==> src/rtl/key_pulse_bank.sv <==
// key_pulse_bank: per-channel synchroniser, debouncer and press/release event pulser for board keys.
// Auto-repeat while held is built only when KEY_PULSE_REPEAT_EN is defined.
module key_pulse_bank #(
  parameter int unsigned CHANNELS        = 4,
  parameter int unsigned DEBOUNCE_CYCLES = 600,
  parameter int unsigned EDGE_MODE       = 0,
  parameter int unsigned ACTIVE_LOW      = 1,
  parameter int unsigned REPEAT_DELAY    = 30000,
  parameter int unsigned REPEAT_PERIOD   = 6000,
  parameter int unsigned CNT_W           = 16
) (
  input  logic                clk,
  input  logic                rst,
  input  logic [CHANNELS-1:0] key_in,
  output logic [CHANNELS-1:0] level,
  output logic [CHANNELS-1:0] pulse,
  output logic                any_pulse
);

  localparam logic [CHANNELS-1:0] RAW_IDLE   = (ACTIVE_LOW != 32'd0) ? {CHANNELS{1'b1}}
                                                                      : {CHANNELS{1'b0}};
  localparam logic                EV_PRESS   = (EDGE_MODE == 32'd0) || (EDGE_MODE == 32'd2);
  localparam logic                EV_RELEASE = (EDGE_MODE == 32'd1) || (EDGE_MODE == 32'd2);
  localparam logic [CNT_W-1:0]    DB_LAST    = CNT_W'(DEBOUNCE_CYCLES - 1);

  typedef enum logic [1:0] {
    UNARMED = 2'd0,
    IDLE    = 2'd1,
    HELD    = 2'd2,
    REPEAT  = 2'd3
  } state_e;

  function automatic logic [CNT_W-1:0] sat_inc(input logic [CNT_W-1:0] v);
    return (&v) ? v : v + CNT_W'(1);
  endfunction

  logic [CHANNELS-1:0] sync1_q;
  logic [CHANNELS-1:0] sync2_q;
  logic [CHANNELS-1:0] s_c;
  logic [CHANNELS-1:0] level_d;
  logic [CHANNELS-1:0] pulse_d;
  state_e              state_q [CHANNELS];
  state_e              state_d [CHANNELS];
  logic [CNT_W-1:0]    dcnt_q  [CHANNELS];
  logic [CNT_W-1:0]    dcnt_d  [CHANNELS];

`ifdef KEY_PULSE_REPEAT_EN
  localparam logic [CNT_W-1:0] RD_LAST = CNT_W'(REPEAT_DELAY - 1);
  localparam logic [CNT_W-1:0] RP_LAST = CNT_W'(REPEAT_PERIOD - 1);

  logic [CNT_W-1:0] rcnt_q [CHANNELS];
  logic [CNT_W-1:0] rcnt_d [CHANNELS];
`else
  // Repeat timing has no hardware in this build; fold it away explicitly.
  logic unused_repeat_cfg;
  assign unused_repeat_cfg = ^{32'(REPEAT_DELAY), 32'(REPEAT_PERIOD)};
`endif

  // Normalise to active-high "pressed" samples.
  assign s_c       = (ACTIVE_LOW != 32'd0) ? ~sync2_q : sync2_q;
  assign any_pulse = |pulse;

  // State, counters, synchronisers and registered outputs.
  always_ff @(posedge clk) begin
    if (rst) begin
      sync1_q <= RAW_IDLE;
      sync2_q <= RAW_IDLE;
      level   <= '0;
      pulse   <= '0;
      for (int i = 0; i < int'(CHANNELS); i++) begin
        state_q[i] <= UNARMED;
        dcnt_q[i]  <= '0;
`ifdef KEY_PULSE_REPEAT_EN
        rcnt_q[i]  <= '0;
`endif
      end
    end else begin
      sync1_q <= key_in;
      sync2_q <= sync1_q;
      level   <= level_d;
      pulse   <= pulse_d;
      for (int i = 0; i < int'(CHANNELS); i++) begin
        state_q[i] <= state_d[i];
        dcnt_q[i]  <= dcnt_d[i];
`ifdef KEY_PULSE_REPEAT_EN
        rcnt_q[i]  <= rcnt_d[i];
`endif
      end
    end
  end

  // Per-channel next-state, debounce counting and event decode.
  always_comb begin
    level_d = level;
    pulse_d = '0;
    for (int i = 0; i < int'(CHANNELS); i++) begin
      state_d[i] = state_q[i];
      dcnt_d[i]  = dcnt_q[i];
`ifdef KEY_PULSE_REPEAT_EN
      rcnt_d[i]  = rcnt_q[i];
`endif
      case (state_q[i])
        // Wait for a debounced release so a key held through reset never fires.
        UNARMED: begin
          if (s_c[i]) begin
            dcnt_d[i] = '0;
          end else if (dcnt_q[i] == DB_LAST) begin
            state_d[i] = IDLE;
            dcnt_d[i]  = '0;
          end else begin
            dcnt_d[i] = sat_inc(dcnt_q[i]);
          end
        end
        IDLE: begin
          if (!s_c[i]) begin
            dcnt_d[i] = '0;
          end else if (dcnt_q[i] == DB_LAST) begin
            state_d[i] = HELD;
            dcnt_d[i]  = '0;
            level_d[i] = 1'b1;
            pulse_d[i] = EV_PRESS;
`ifdef KEY_PULSE_REPEAT_EN
            rcnt_d[i]  = '0;
`endif
          end else begin
            dcnt_d[i] = sat_inc(dcnt_q[i]);
          end
        end
        HELD, REPEAT: begin
          if (s_c[i]) begin
            dcnt_d[i] = '0;
          end else if (dcnt_q[i] == DB_LAST) begin
            state_d[i] = IDLE;
            dcnt_d[i]  = '0;
            level_d[i] = 1'b0;
            pulse_d[i] = EV_RELEASE;
          end else begin
            dcnt_d[i] = sat_inc(dcnt_q[i]);
          end
`ifdef KEY_PULSE_REPEAT_EN
          // An accepted release wins over a repeat due on the same edge.
          if (state_d[i] != IDLE) begin
            if ((state_q[i] == HELD) && (rcnt_q[i] == RD_LAST)) begin
              state_d[i] = REPEAT;
              dcnt_d[i]  = '0;
              rcnt_d[i]  = '0;
              pulse_d[i] = EV_PRESS;
            end else if ((state_q[i] == REPEAT) && (rcnt_q[i] == RP_LAST)) begin
              rcnt_d[i]  = '0;
              pulse_d[i] = EV_PRESS;
            end else begin
              rcnt_d[i] = sat_inc(rcnt_q[i]);
            end
          end
`endif
        end
      endcase
    end
  end

endmodule

==> config.mk <==
export PLATFORM = sky130hd
export DESIGN_NAME = key_pulse_bank
export DESIGN_NICKNAME = d
export VERILOG_FILES = /design/src/rtl/key_pulse_bank.sv
export SDC_FILE = /design/constraint.sdc
export NUM_CORES = 1
export LEC_CHECK = 0
export CORE_ASPECT_RATIO = 1.4
export CORE_MARGIN = 2
export CORE_UTILIZATION = 45
export CTS_BUF_LIST = sky130_fd_sc_hd__clkbuf_4 sky130_fd_sc_hd__clkbuf_8
export CTS_CLUSTER_SIZE = 20
export DETAILED_ROUTE_END_ITERATION = 12
export PLACE_DENSITY = 0.61
export REMOVE_ABC_BUFFERS = 1
export SETUP_SLACK_MARGIN = 0.1
export SKIP_CTS_REPAIR_TIMING = 1
export SYNTH_ARGS = -nofsm -noshare
export SYNTH_HDL_FRONTEND = slang
export SYNTH_SLANG_ARGS = --single-unit
==> constraint.sdc <==
create_clock -name clk -period 1.64 [get_ports clk]
set_clock_uncertainty 0.15 [all_clocks]
set_input_delay 0.328 -clock clk [delete_from_list [all_inputs] [get_ports clk]]
set_output_delay 0.328 -clock clk [all_outputs]
set_load 0.05 [all_outputs]
Yosys cells after proc, flatten, opt, wreduce, memory -nomap -nowiden
Memories as Yosys holds them, arrays and structs flattened. Cells that the tools add are included.

Flip-flop bits (word level): 16. Bits in writable memories: 72. Memories kept: 2. Word-level logic and storage cells: 169. Output and inout port bits: 9.

Memories: dcnt_q (depth 4, width 16, read ports 4, clocked after memory_dff 0, write ports 4, line 44) `logic [CNT_W-1:0] dcnt_q [CHANNELS];`; state_q (depth 4, width 2, read ports 4, clocked after memory_dff 0, write ports 4, line 42) `state_e state_q [CHANNELS];`.

Multiplexer cells: 75. Bitwise operators: 17. Equality and inequality tests: 32. Add/subtract/negate cells: 4. Reduce and logical (&&, ||, !) cells: 29.

Operator list (count): two-way mux 16 bit (20); case mux 16 bit (2 select lines) (4); adder 16 x 1 -> 16 bit (second input constant) (4); == test 16 x 10 -> 1 bit (second input constant) (4); AND reduction 16 bit (4); two-way mux 2 bit (20); inequality test 2 bit (second input constant) (16); OR reduction 3 bit (8); two-way mux 1 bit (23); AND reduction 5 bit (4); == test 2 bit (second input constant) (8); case mux 2 bit (2 select lines) (4); == test 2 x 1 -> 1 bit (second input constant) (4); zero test 2 bit (4); NOT 1 bit (8); bitwise OR 1 bit (8); case mux 1 bit (2 select lines) (4); nonzero test 2 bit (4); OR reduction 2 bit (4); NOT 4 bit (1); OR reduction 4 bit (1).

Logic depth before layout (Yosys ltp)
An unclocked memory read counts as a cell.

Word-level depth: 7. Gate-level depth with buffers: 6. Gate-level depth less buffers: 5.

Least setup slack after synthesis
Ideal clock, no wire load.

Kind: register to output. From: register pulse[1]. To: output any_pulse. Data arrival time: 1285 ps. Path slack: -123 ps. Required time: 1162 ps. Cell stages (with the launch flop): 2. Path through: dfxtp_1 -> or4_1.

Longest elaborated chain between the ends: 1.

RTL lines: from (decl) (line 16) `output logic [CHANNELS-1:0] pulse,`; from (signal assigned) (line 81) `pulse <= pulse_d;`; OR reduction 4 bit (line 61) `assign any_pulse = |pulse;`; to (decl) (line 17) `output logic any_pulse`.

No other way between the ends.

Worst setup path after layout
Ends and elaborated chain as after synthesis.

==> impl_metrics.yaml <==
grt:
  grt.busiest_layer: "met2"
  grt_use_met1_pct: 23.9
  grt_usage_pct: 21.5
  grtUsageMet3_pct: 2.72
  overflow: 0
  grt_max_degree: 21
  grt_pass1_wl_um: 19000
  grt_antenna_before_repair: 0
  grtUsageMet2_pct: 39.8
  grt_pass1_vias: 4338
worst_setup_path:
  arrival_ps: 1420
  crit_path_end_kind: "output port"
  critical_path_class: "register to output port"
  r2r_end: "dcnt_q[3][3]$_SDFF_PP0_"
  reg2reg_slack_ps: -170
  crit_required_ps: 1160
  reg2regPathDepth: 7
  startpoint_type: "register"
  critPathMaxFanout: 2
  r2r_start: "dcnt_q[3][8]$_SDFF_PP0_"
  startpoint: "pulse[1]$_SDFF_PP0_"
logic_synthesis:
  ys_ff_latch: 88
  avgSynthCellArea_um2: 8.84
  yosys.cell_types.count: 62
  mappedNetlistArea_um2: 4610
  async_flop_share_pct: 0
  synth_enable_flop_cells: 0
  yosysTopAreaCell: "dfxtp_1"
  seq_area_frac_synth_pct: 38.2
  synth_flop_cell: "dfxtp_1"
  synthTopCellsByArea: "dfxtp_1 (38%), nand4_1 (4.6%), mux2i_1 (4.3%)"
  synth.top_cell.area_share_pct: 38.2
  synth_common_cells: "dfxtp_1 (88), nand4_1 (34), a21oi_1 (32), nor3_1 (29), nor2_1 (28)"
  yosys_warnings: 0
  syn_inst: 521
  synth.most_common_cell: "dfxtp_1"
placed_design:
  io_buffers: 14
  dp_hpwl_um: 8540
  routabilityCongestion: 0.862
  placed_area_um2: 5860
sta:
  setup_viol_count_final: 48
  fin_ws_ps: -260
  max_slew_margin_pct: 72.1
  hold_violations: 0
  fin_crit_sh_pct: 116
  worst_slew_pin_slew_ps: 415
  timing.fmax_mhz: 526
  post-route-min-period_ps: 1900
  rsz0062_at_grt: "true"
  maxSlewViolCount: 0
cts:
  cts_buffers: 9
  htreeDepth: 3
  cts_tree: "yes"
  clock-sinks: 88
  cts.reportedPaths.clkPinSlew_ps: 90
  clock_latency_ps: 370
  root_buffer: "clkbuf_8"
  max-clock-path-buffers: 2
finish:
  multi_input_area_um2: 3530
  design_area_um2: 7430
  final_nets: 688
  synthToLayoutAreaGrowth_pct: 61.2
  post-route-util_pct: 74.6
  regArea_um2: 1820
  n_antenna_cell: 0
  nFillCells: 660
  drive_gt1_share_pct: 54.4
routing:
  drc: 0
  drt-total-wl_um: 13900
  drt_iter0_markers: 171
  dr.pass1.iters: 5
  vias: 4819
  viasPerCell: 5.91
  ant_nets: 0
  wl_per_cell_um: 17.1
outcome:
  status: "complete, but fails checks"
  failed_checks: "negative setup slack"
power_and_ir_drop:
  p_per_area_nw_per_um2: 561
  power_leakage_nw: 2.71
  vdd_drop_max_v: 0.000407
  fin_total_pwr_mw: 4.17
floorplanning:
  dieWidth_um: 89.5
  start_util_pct: 46.3
  coreArea_um2: 9950
  die_y_um: 124
  io_pins: 15
  dieArea_um2: 11100
  rows: 43
worst_hold_path:
  min_to: "sync2_q[2]$_SDFF_PP1_"
  min_path_cells: 1
  min_from: "sync1_q[2]$_SDFF_PP1_"
  hold_class: "register to register"
run:
  max_cap_violations: 0
stage by stage:
stage               setup WS, ps  instances  hold WS (ps)  setup TNS [ps]
finish                      -260        815           268           -3040
global route                -281        815           279           -8310
CTS                         -313        788           270           -6360
detailed placement          -235        772           249           -4800
global placement            -124        772           245           -2240
floorplan                   -307        495           239          -13140
cells by family after synthesis:
logic type / synth area share, %
simple gates: 34.0
fa+ha+maj: 1.90
xor+xnor: 1.47
mux: 4.34
compound gates: 15.0
flops: 38.2
buf+inv: 4.97
layout by cell type (no fill, tap or decap), types with 9 or more instances in the layout:
cell type,count
or2_2,9
inv_1,25
a21oi_1,12
a211oi_2,12
nand4_1,34
nor3_1,12
buf_12,13
mux2i_1,20
nand3_1,10
dfxtp_1,54
buf_6,33
nor3_2,15
dfxtp_2,27
nor2_1,22
nand4b_1,15
buf_4,113
clkbuf_8,9
a21oi_2,19
nor4_4,10
nand2_1,21
state kept, by name, indices dropped and copies added (netlist names):
signal	count
dcnt_q	64
level	4
pulse	4
state_q	8
sync1_q	4
sync2_q	4
routing by layer:
layer	vias to the layer above	share of wire [%]
met1	2356	40
met5	-	0
met4	0	3.2
met2	120	54
met3	41	3.0
li1	2302	-
final cells by class:
type                            count  area share (%)
Clock buffer                        9            1.67
Inverter                           25            1.26
Multi-Input combinational cell    383            47.5
Timing Repair Buffer              168            21.7
Sequential cell                    88            24.5
Clock inverter                      7            1.08
Tap cell                          135            2.27
worst max-delay path, cell delays in order, from the launching register on:
cell and delay [ps]:
dfxtp_4 360, or4_4 520, buf_8 170
worst max-delay path by stage:
stage	slack (ps)	depth (start not counted)	end
4_1_cts	-310	2	any_pulse
6_report	-260	2	any_pulse
3_5_place_dp	-240	6	level[1]$_SDFFE_PP0P_
2_1_floorplan	-310	5	level[1]$_SDFFE_PP0P_
5_1_grt	-280	2	any_pulse
3_3_place_gp	-120	6	dcnt_q[1][9]$_SDFF_PP0_
where the power goes:
part / internal (mW) / total, mW / switching, mW
Sequential: 2.17 / 2.21 / 0.0400
Clock: 0.717 / 1.57 / 0.855
Combinational: 0.196 / 0.387 / 0.191
Total: 3.08 / 4.17 / 1.09
Note: power is estimated with default switching activity, not from simulation.
